[config.mk]
export PLATFORM = sky130hd
export DESIGN_NAME = dispatch_batch_sched_flat
export DESIGN_NICKNAME = d
export VERILOG_FILES = /design/src/rtl/dispatch_batch_sched_pkg.sv /design/src/rtl/dispatch_batch_sched_if.sv /design/src/rtl/dispatch_rr_pick.sv /design/src/rtl/dispatch_batch_sched.sv /design/src/flat_wrapper.sv
export SDC_FILE = /design/constraint.sdc
export NUM_CORES = 1
export LEC_CHECK = 0
export CAP_MARGIN = 5
export CORE_MARGIN = 2
export CORE_UTILIZATION = 52
export CTS_BUF_LIST = sky130_fd_sc_hd__clkbuf_4 sky130_fd_sc_hd__clkbuf_8
export DETAILED_ROUTE_END_ITERATION = 8
export PLACE_DENSITY = 0.82
export SLEW_MARGIN = 25
export SYNTH_ARGS = -nofsm -noshare
export SYNTH_HDL_FRONTEND = slang
export SYNTH_SLANG_ARGS = --single-unit
[constraint.sdc]
create_clock -name clk -period 2.4 [get_ports clk]
set_input_delay 0.24 -clock clk [delete_from_list [all_inputs] [get_ports clk]]
set_output_delay 0.24 -clock clk [all_outputs]
set_load 0.005 [all_outputs]
[src/rtl/dispatch_batch_sched_pkg.sv]
// Shared definitions for the dispatch batch scheduler: FSM states and the
// batch-geometry helpers used by both the interface and the RTL.
package dispatch_batch_sched_pkg;

  typedef enum logic {
    ST_IDLE   = 1'b0,
    ST_ACTIVE = 1'b1
  } sched_state_e;

  // Width of an index that can address n items; never narrower than one bit.
  function automatic int log2up(input int n);
    return (n > 1) ? $clog2(n) : 1;
  endfunction

  function automatic int batch_count(input int issue_cnt, input int block_size);
    return issue_cnt / block_size;
  endfunction

endpackage

[src/rtl/dispatch_batch_sched_if.sv]
// Bundle between the issue slots / execute blocks (master) and the batch
// scheduler (slave).
interface dispatch_batch_sched_if #(
  parameter int ISSUE_CNT  = 4,
  parameter int BLOCK_SIZE = 1,
  parameter int PERF_W     = 32
);
  import dispatch_batch_sched_pkg::*;

  localparam int BATCH_COUNT = batch_count(ISSUE_CNT, BLOCK_SIZE);
  localparam int BATCH_W     = log2up(BATCH_COUNT);

  logic [ISSUE_CNT-1:0]  dispatch_valid;
  logic [BLOCK_SIZE-1:0] block_fire_eop;
  logic [BATCH_W-1:0]    batch_idx;
  logic                  batch_valid;
  logic [BLOCK_SIZE-1:0] block_enable;
  logic                  batch_switch;
  logic [PERF_W-1:0]     perf_idle_cycles;
  logic [PERF_W-1:0]     perf_batches;

  modport master (
    output dispatch_valid, block_fire_eop,
    input  batch_idx, batch_valid, block_enable, batch_switch,
           perf_idle_cycles, perf_batches
  );

  modport slave (
    input  dispatch_valid, block_fire_eop,
    output batch_idx, batch_valid, block_enable, batch_switch,
           perf_idle_cycles, perf_batches
  );

endinterface

[src/rtl/dispatch_rr_pick.sv]
// Combinational round-robin search: first set bit of valid at or after start,
// wrapping modulo N. Callers pass start+1 to put the current entry last.
module dispatch_rr_pick #(
  parameter int N = 4,
  parameter int W = 2
) (
  input  logic [N-1:0] valid,
  input  logic [W-1:0] start,
  output logic         found,
  output logic [W-1:0] idx
);

  logic [2*N-1:0] doubled;
  logic [N-1:0]   rotated;
  logic [W-1:0]   cand [N];

  assign doubled = {valid, valid};
  assign rotated = doubled[start +: N];

  for (genvar i = 0; i < N; i++) begin : g_cand
    assign cand[i] = (int'(start) + i >= N) ? W'(int'(start) + i - N)
                                            : W'(int'(start) + i);
  end

  // NOTE: every output gets a default before the loop, so no path leaves a
  // value unassigned and no latch is inferred.
  always_comb begin
    found = 1'b0;
    idx   = '0;
    for (int i = N - 1; i >= 0; i--) begin
      if (rotated[i]) begin
        found = 1'b1;
        idx   = cand[i];
      end
    end
  end

endmodule

[src/rtl/dispatch_batch_sched.sv]
// Batch scheduler: serves one batch of issue slots until every valid slot has
// sent its end-of-packet, then moves round-robin to the next non-empty batch.
module dispatch_batch_sched
  import dispatch_batch_sched_pkg::*;
#(
  parameter int ISSUE_CNT  = 4,
  parameter int BLOCK_SIZE = 1,
  parameter int PERF_W     = 32
) (
  input  logic                   clk,
  input  logic                   reset_n,
  dispatch_batch_sched_if.slave  bus
);

  localparam int BATCH_COUNT = batch_count(ISSUE_CNT, BLOCK_SIZE);
  localparam int BATCH_W     = log2up(BATCH_COUNT);
  localparam logic [BATCH_W-1:0] LAST_BATCH = BATCH_W'(BATCH_COUNT - 1);

  if ((ISSUE_CNT % BLOCK_SIZE) != 0) begin : g_bad_cfg
    $error("dispatch_batch_sched: ISSUE_CNT must be a multiple of BLOCK_SIZE");
  end

  sched_state_e          state;
  logic [BATCH_W-1:0]    batch_idx;
  logic [BATCH_W-1:0]    next_idx;
  logic [BATCH_W-1:0]    pick_start;
  logic [BATCH_W-1:0]    pick_idx;
  logic                  pick_found;
  logic [BATCH_COUNT-1:0] pick_valid;
  logic [BLOCK_SIZE-1:0] done_mask;
  logic [BLOCK_SIZE-1:0] cur_valid;
  logic                  complete;
  logic                  batch_switch;
  logic [PERF_W-1:0]     perf_idle_cycles;
  logic [PERF_W-1:0]     perf_batches;
  logic [BLOCK_SIZE-1:0] batch_slots [BATCH_COUNT];

  for (genvar k = 0; k < BATCH_COUNT; k++) begin : g_batch
    logic [BLOCK_SIZE-1:0] eop_excl;
    assign batch_slots[k] = bus.dispatch_valid[k*BLOCK_SIZE +: BLOCK_SIZE];
    // While serving this batch, slots finishing this cycle no longer count as work.
    assign eop_excl = (state == ST_ACTIVE && batch_idx == BATCH_W'(k))
                      ? bus.block_fire_eop : '0;
    assign pick_valid[k] = |(batch_slots[k] & ~eop_excl);
  end

  assign cur_valid  = batch_slots[batch_idx];
  assign complete   = &(~cur_valid | done_mask | bus.block_fire_eop);
  assign next_idx   = (batch_idx == LAST_BATCH) ? '0 : batch_idx + 1'b1;
  assign pick_start = (state == ST_IDLE) ? batch_idx : next_idx;

  dispatch_rr_pick #(
    .N (BATCH_COUNT),
    .W (BATCH_W)
  ) u_pick (
    .valid (pick_valid),
    .start (pick_start),
    .found (pick_found),
    .idx   (pick_idx)
  );

  // NOTE: state registers use non-blocking assignments so every register
  // samples pre-edge values, independent of statement order.
  always_ff @(posedge clk or negedge reset_n) begin
    if (!reset_n) begin
      state            <= ST_IDLE;
      batch_idx        <= '0;
      done_mask        <= '0;
      batch_switch     <= 1'b0;
      perf_idle_cycles <= '0;
      perf_batches     <= '0;
    end else begin
      batch_switch <= 1'b0;
      case (state)
        ST_IDLE: begin
          perf_idle_cycles <= perf_idle_cycles + 1'b1;
          if (pick_found) begin
            state     <= ST_ACTIVE;
            batch_idx <= pick_idx;
            done_mask <= '0;
          end
        end
        ST_ACTIVE: begin
          if (complete) begin
            done_mask    <= '0;
            perf_batches <= perf_batches + 1'b1;
            if (pick_found) begin
              batch_idx    <= pick_idx;
              batch_switch <= 1'b1;
            end else begin
              state     <= ST_IDLE;
              batch_idx <= next_idx;
            end
          end else begin
            done_mask <= done_mask | bus.block_fire_eop;
          end
        end
        default: state <= ST_IDLE;
      endcase
    end
  end

  assign bus.batch_idx        = batch_idx;
  assign bus.batch_valid      = (state == ST_ACTIVE);
  assign bus.block_enable     = {BLOCK_SIZE{state == ST_ACTIVE}} & ~done_mask;
  assign bus.batch_switch     = batch_switch;
  assign bus.perf_idle_cycles = perf_idle_cycles;
  assign bus.perf_batches     = perf_batches;

endmodule

[src/flat_wrapper.sv]
// flat-port wrapper written by rule: the top's interface ports become plain ports
module dispatch_batch_sched_flat import dispatch_batch_sched_pkg::*;
#(
  parameter int ISSUE_CNT  = 4,
  parameter int BLOCK_SIZE = 1,
  parameter int PERF_W     = 32
)
  (clk, reset_n, bus_dispatch_valid, bus_block_fire_eop, bus_batch_idx, bus_batch_valid, bus_block_enable, bus_batch_switch, bus_perf_idle_cycles, bus_perf_batches);
  dispatch_batch_sched_if #(.ISSUE_CNT(ISSUE_CNT), .BLOCK_SIZE(BLOCK_SIZE), .PERF_W(PERF_W)) bus_i ();
  input  logic clk;
  input  logic reset_n;
  input wire logic [$bits(bus_i.dispatch_valid)-1:0] bus_dispatch_valid;
  input wire logic [$bits(bus_i.block_fire_eop)-1:0] bus_block_fire_eop;
  output wire logic [$bits(bus_i.batch_idx)-1:0] bus_batch_idx;
  output wire logic [$bits(bus_i.batch_valid)-1:0] bus_batch_valid;
  output wire logic [$bits(bus_i.block_enable)-1:0] bus_block_enable;
  output wire logic [$bits(bus_i.batch_switch)-1:0] bus_batch_switch;
  output wire logic [$bits(bus_i.perf_idle_cycles)-1:0] bus_perf_idle_cycles;
  output wire logic [$bits(bus_i.perf_batches)-1:0] bus_perf_batches;
  assign bus_i.dispatch_valid = bus_dispatch_valid;
  assign bus_i.block_fire_eop = bus_block_fire_eop;
  assign bus_batch_idx = bus_i.batch_idx;
  assign bus_batch_valid = bus_i.batch_valid;
  assign bus_block_enable = bus_i.block_enable;
  assign bus_batch_switch = bus_i.batch_switch;
  assign bus_perf_idle_cycles = bus_i.perf_idle_cycles;
  assign bus_perf_batches = bus_i.perf_batches;
  dispatch_batch_sched #(.ISSUE_CNT(ISSUE_CNT), .BLOCK_SIZE(BLOCK_SIZE), .PERF_W(PERF_W)) u_core (.clk(clk), .reset_n(reset_n), .bus(bus_i));
endmodule
==> impl_results.md <==
* Status: finished clean
* Max_slew headroom at 70.2%
* Post-Synthesis Cells at 308
* Yosys top cell area share at 50.3%
* Main combinational cell family by area after synthesis: simple AND/OR/NAND/NOR gates
* Final TNS setup at 0 ns
* Gr ovfl total at 0
* Die span in y at 85.3 um
* MaxCap Viol Count at 0
* DP Wirelength at 5030 um
* RD Place Congestion at 0.886
* Total Routed Length at 6980 um
* Largest net degree at the start of global routing at 70
* Initial antenna violation count at 0
* Syn Area/Cell at 11.2 um2
* Num rows at 29
* Vias/cell at 5.46
* CP Class: register to register
* Initial Util at 53.8%
* Commonest cells post-synth: dfrtp_1 (69), xnor2_1 (45), nand2_1 (28), nand3_1 (27), xor2_1 (17)
* CTS Buffer Depth at 2
* 1st-iter DRT viols at 124
* H-tree depth at 3
* Ant. Diodes at 0
* Top-count cell post-synth: dfrtp_1
* Worst path required time at 2.67 ns
* Synth Area in XOR/XNOR at 15.8%
* Post-synth top area cell: dfrtp_1
* Crit-path cells: inv_1 > ha_1 > mux2i_1 > buf_4 > nor3_1 > a32oi_1 > o211a_1 > o311ai_1 > and3_1
* RSZ-0062 raised after global routing: false
* Worst-path clk slew at 0.08 ns
* Post-CTS Resized at 0
* Die width at 85.3 um
* Setup bufs post-CTS at 0
* Final Max Slew Viols at 0
* CTS tree: done
* Measured slew at the worst slew-check pin at 0.448 ns
* Synth Area in Adders at 2.19%
* Sequential fraction of the synthesis area at 50.3%
* Area of the multi-input gates at 1630 um2
* Top Ports at 76
* Number of synthesized flops with an enable pin at 0
* First-pass GRT wire length at 11,800 um
* Final setup violation count at 0
* CP arrival at 2.42 ns
* Vias at 2,597
* Wirelength per Cell at 14.7 um
* Seq. cell area at 1730 um2
* Power Dens Cells at 794 nW/um2
* F_max at 464 MHz
* Max VDD drop at 597 uV
* Simple-gate share of the synthesized area at 23.1%
* Min-Delay Path Class: primary input to asynchronous set/reset pin
* Fraction of layout cells with a size suffix above 1 at 11.5%
* CTS root buf: clkbuf_8
* Top cells by area, synth: dfrtp_1 (50%), xnor2_1 (11%), xor2_1 (4.3%)
* Synth cell types at 48
* Total Routing Usage GR at 20.3%
* Area growth, synth to finish at 32.8%
* Die area at 7270 um2
* Syn Nets at 321
* Pre-Repair DR Iteration Count at 4
* Clock skew at 0.00642 ns
* Worst-skew pair later-pin latency at 0.33 ns
* Vias in the first global route at 2,494
* Filler cells at 468
* Slowest stage delay, CP at 0.47 ns
* Layout Cells excl Fill at 476
* Slowest CP cell: dfrtp_1
* Setup crit end kind: register
* Hold_buf cts at 1
* Critical path peak fanout at 7
* Placed cell count at 460
* Mux contribution to synthesized area at 1.53%
* I/O Buffers at 75
* Syn Std Cell Area at 3430 um2
* Clock sink count at 69
* Core Region at 6390 um2
* Final Hold Vio Count at 0
* Synth async-reset ratio at 100%
* Leak at 0.00204 uW
* Post-synthesis sequential element count at 69
* Routed Antenna Nets at 0
* Final Cycle Share at 89.7%
* Crit start category: register
* Final min period at 2.15 ns
* Compound-Gate Fraction of Synth Area at 4.85%
* R2r worst-path depth at 9
* CTS Buf Count at 9
* Residual DRC count at 0
* Ys flop type: dfrtp_1
* Yosys Warn Count at 0
* Fin nets at 408
final cells by class:
class                           count  area share, %
Clock buffer                       10           3.02
Clock inverter                      5           2.36
Inverter                            9          0.741
Multi-Input combinational cell    222           35.7
Sequential cell                    69           37.9
Tap cell                           77           2.11
Timing Repair Buffer               84           18.2
cells by family after synthesis:
kind of cell | Yosys count
buf+inv | 17
fa+ha+maj | 6
mux | 5
compound gates | 19
flops | 69
xor+xnor | 62
simple gates | 130
final timing paths:
path / startpoint / end / slack, ns
worst max-delay path: u_core.bus.batch_idx[1] / u_core.bus.batch_idx[1] / 0.25
worst min-delay path: reset_n / u_core.bus.perf_batches[19] / 0.45
worst max register to register: u_core.bus.batch_idx[1] / u_core.bus.batch_idx[1] / 0.25
worst min register to register: u_core.bus.perf_idle_cycles[31] / u_core.bus.perf_idle_cycles[31] / 0.47
max in group asynchronous: reset_n / u_core.bus.perf_idle_cycles[4] / 1.66
min in group clk: u_core.bus.perf_idle_cycles[31] / u_core.bus.perf_idle_cycles[31] / 0.47
power by group:
group	internal, uW	switching, uW
registers	1280	155
clock network	719	437
logic	560	467
total	2560	1060
metal layers:
metal / track usage, % / part of all wire, %
met3: 4.67 / 4.4
met2: 30.9 / 47
met1: 28.3 / 47
met4: 8.08 / 1.7
met5: 0 / 0
metrics by stage:
| step | hold slack (ns) | total power, uW | util (%) | setup slack [ns] | area, um2 |
|---|---|---|---|---|---|
| after floorplan | -0.0556 | 2030 | - | 0.290 | 3430 |
| after global placement | 0.289 | 2470 | 67.4 | 0.256 | 4300 |
| after detailed placement | 0.290 | 2480 | 67.4 | 0.267 | 4300 |
| after CTS | 0.471 | 3640 | 71.4 | 0.273 | 4560 |
| after global routing | 0.499 | 3820 | 71.4 | 0.122 | 4560 |
| final | 0.454 | 3620 | 71.4 | 0.246 | 4560 |
registers in the layout, summed over array words and instances (netlist names):
signal / flops
u_core.bus.perf_batches: 32
u_core.bus.perf_idle_cycles: 32
u_core.bus.batch_switch: 1
u_core.bus.batch_valid: 1
u_core.bus.batch_idx: 2
u_core.done_mask: 1
worst max-delay path: cells and delay by family, from the launching register on:
kind / cells / cell delay (ns)
DFF: 1 / 0.47
buffers and inverters: 2 / 0.30
adders and majority gates: 1 / 0.33
and+or+nand+nor: 2 / 0.43
AOI/OAI and AO/OA: 3 / 0.49
muxes: 1 / 0.08
cell usage in the layout, fill, tap and decap left out, types with 2 or more instances in the layout:
cell | netlist | routed
a21oi_1 | 3 | 3
a2bb2oi_1 | 2 | 2
and2_1 | 7 | 7
and3_1 | 10 | 10
and3_4 | 2 | 2
and4_1 | 6 | 6
buf_4 | 2 | 7
bufinv_16 | 0 | 3
clkbuf_8 | 0 | 10
clkdlybuf4s50_1 | 0 | 74
dfrtp_1 | 69 | 69
ha_1 | 6 | 6
inv_1 | 7 | 7
inv_2 | 2 | 2
mux2_2 | 2 | 2
mux2i_1 | 3 | 3
nand2_1 | 28 | 28
nand3_1 | 27 | 27
nand4_1 | 11 | 11
nor2_1 | 16 | 16
nor2b_1 | 3 | 3
nor3_1 | 3 | 3
nor3_2 | 4 | 4
o211a_1 | 2 | 2
o311ai_1 | 2 | 2
xnor2_1 | 45 | 45
xor2_1 | 17 | 17
No activity file was read; power rests on OpenSTA's default activity.
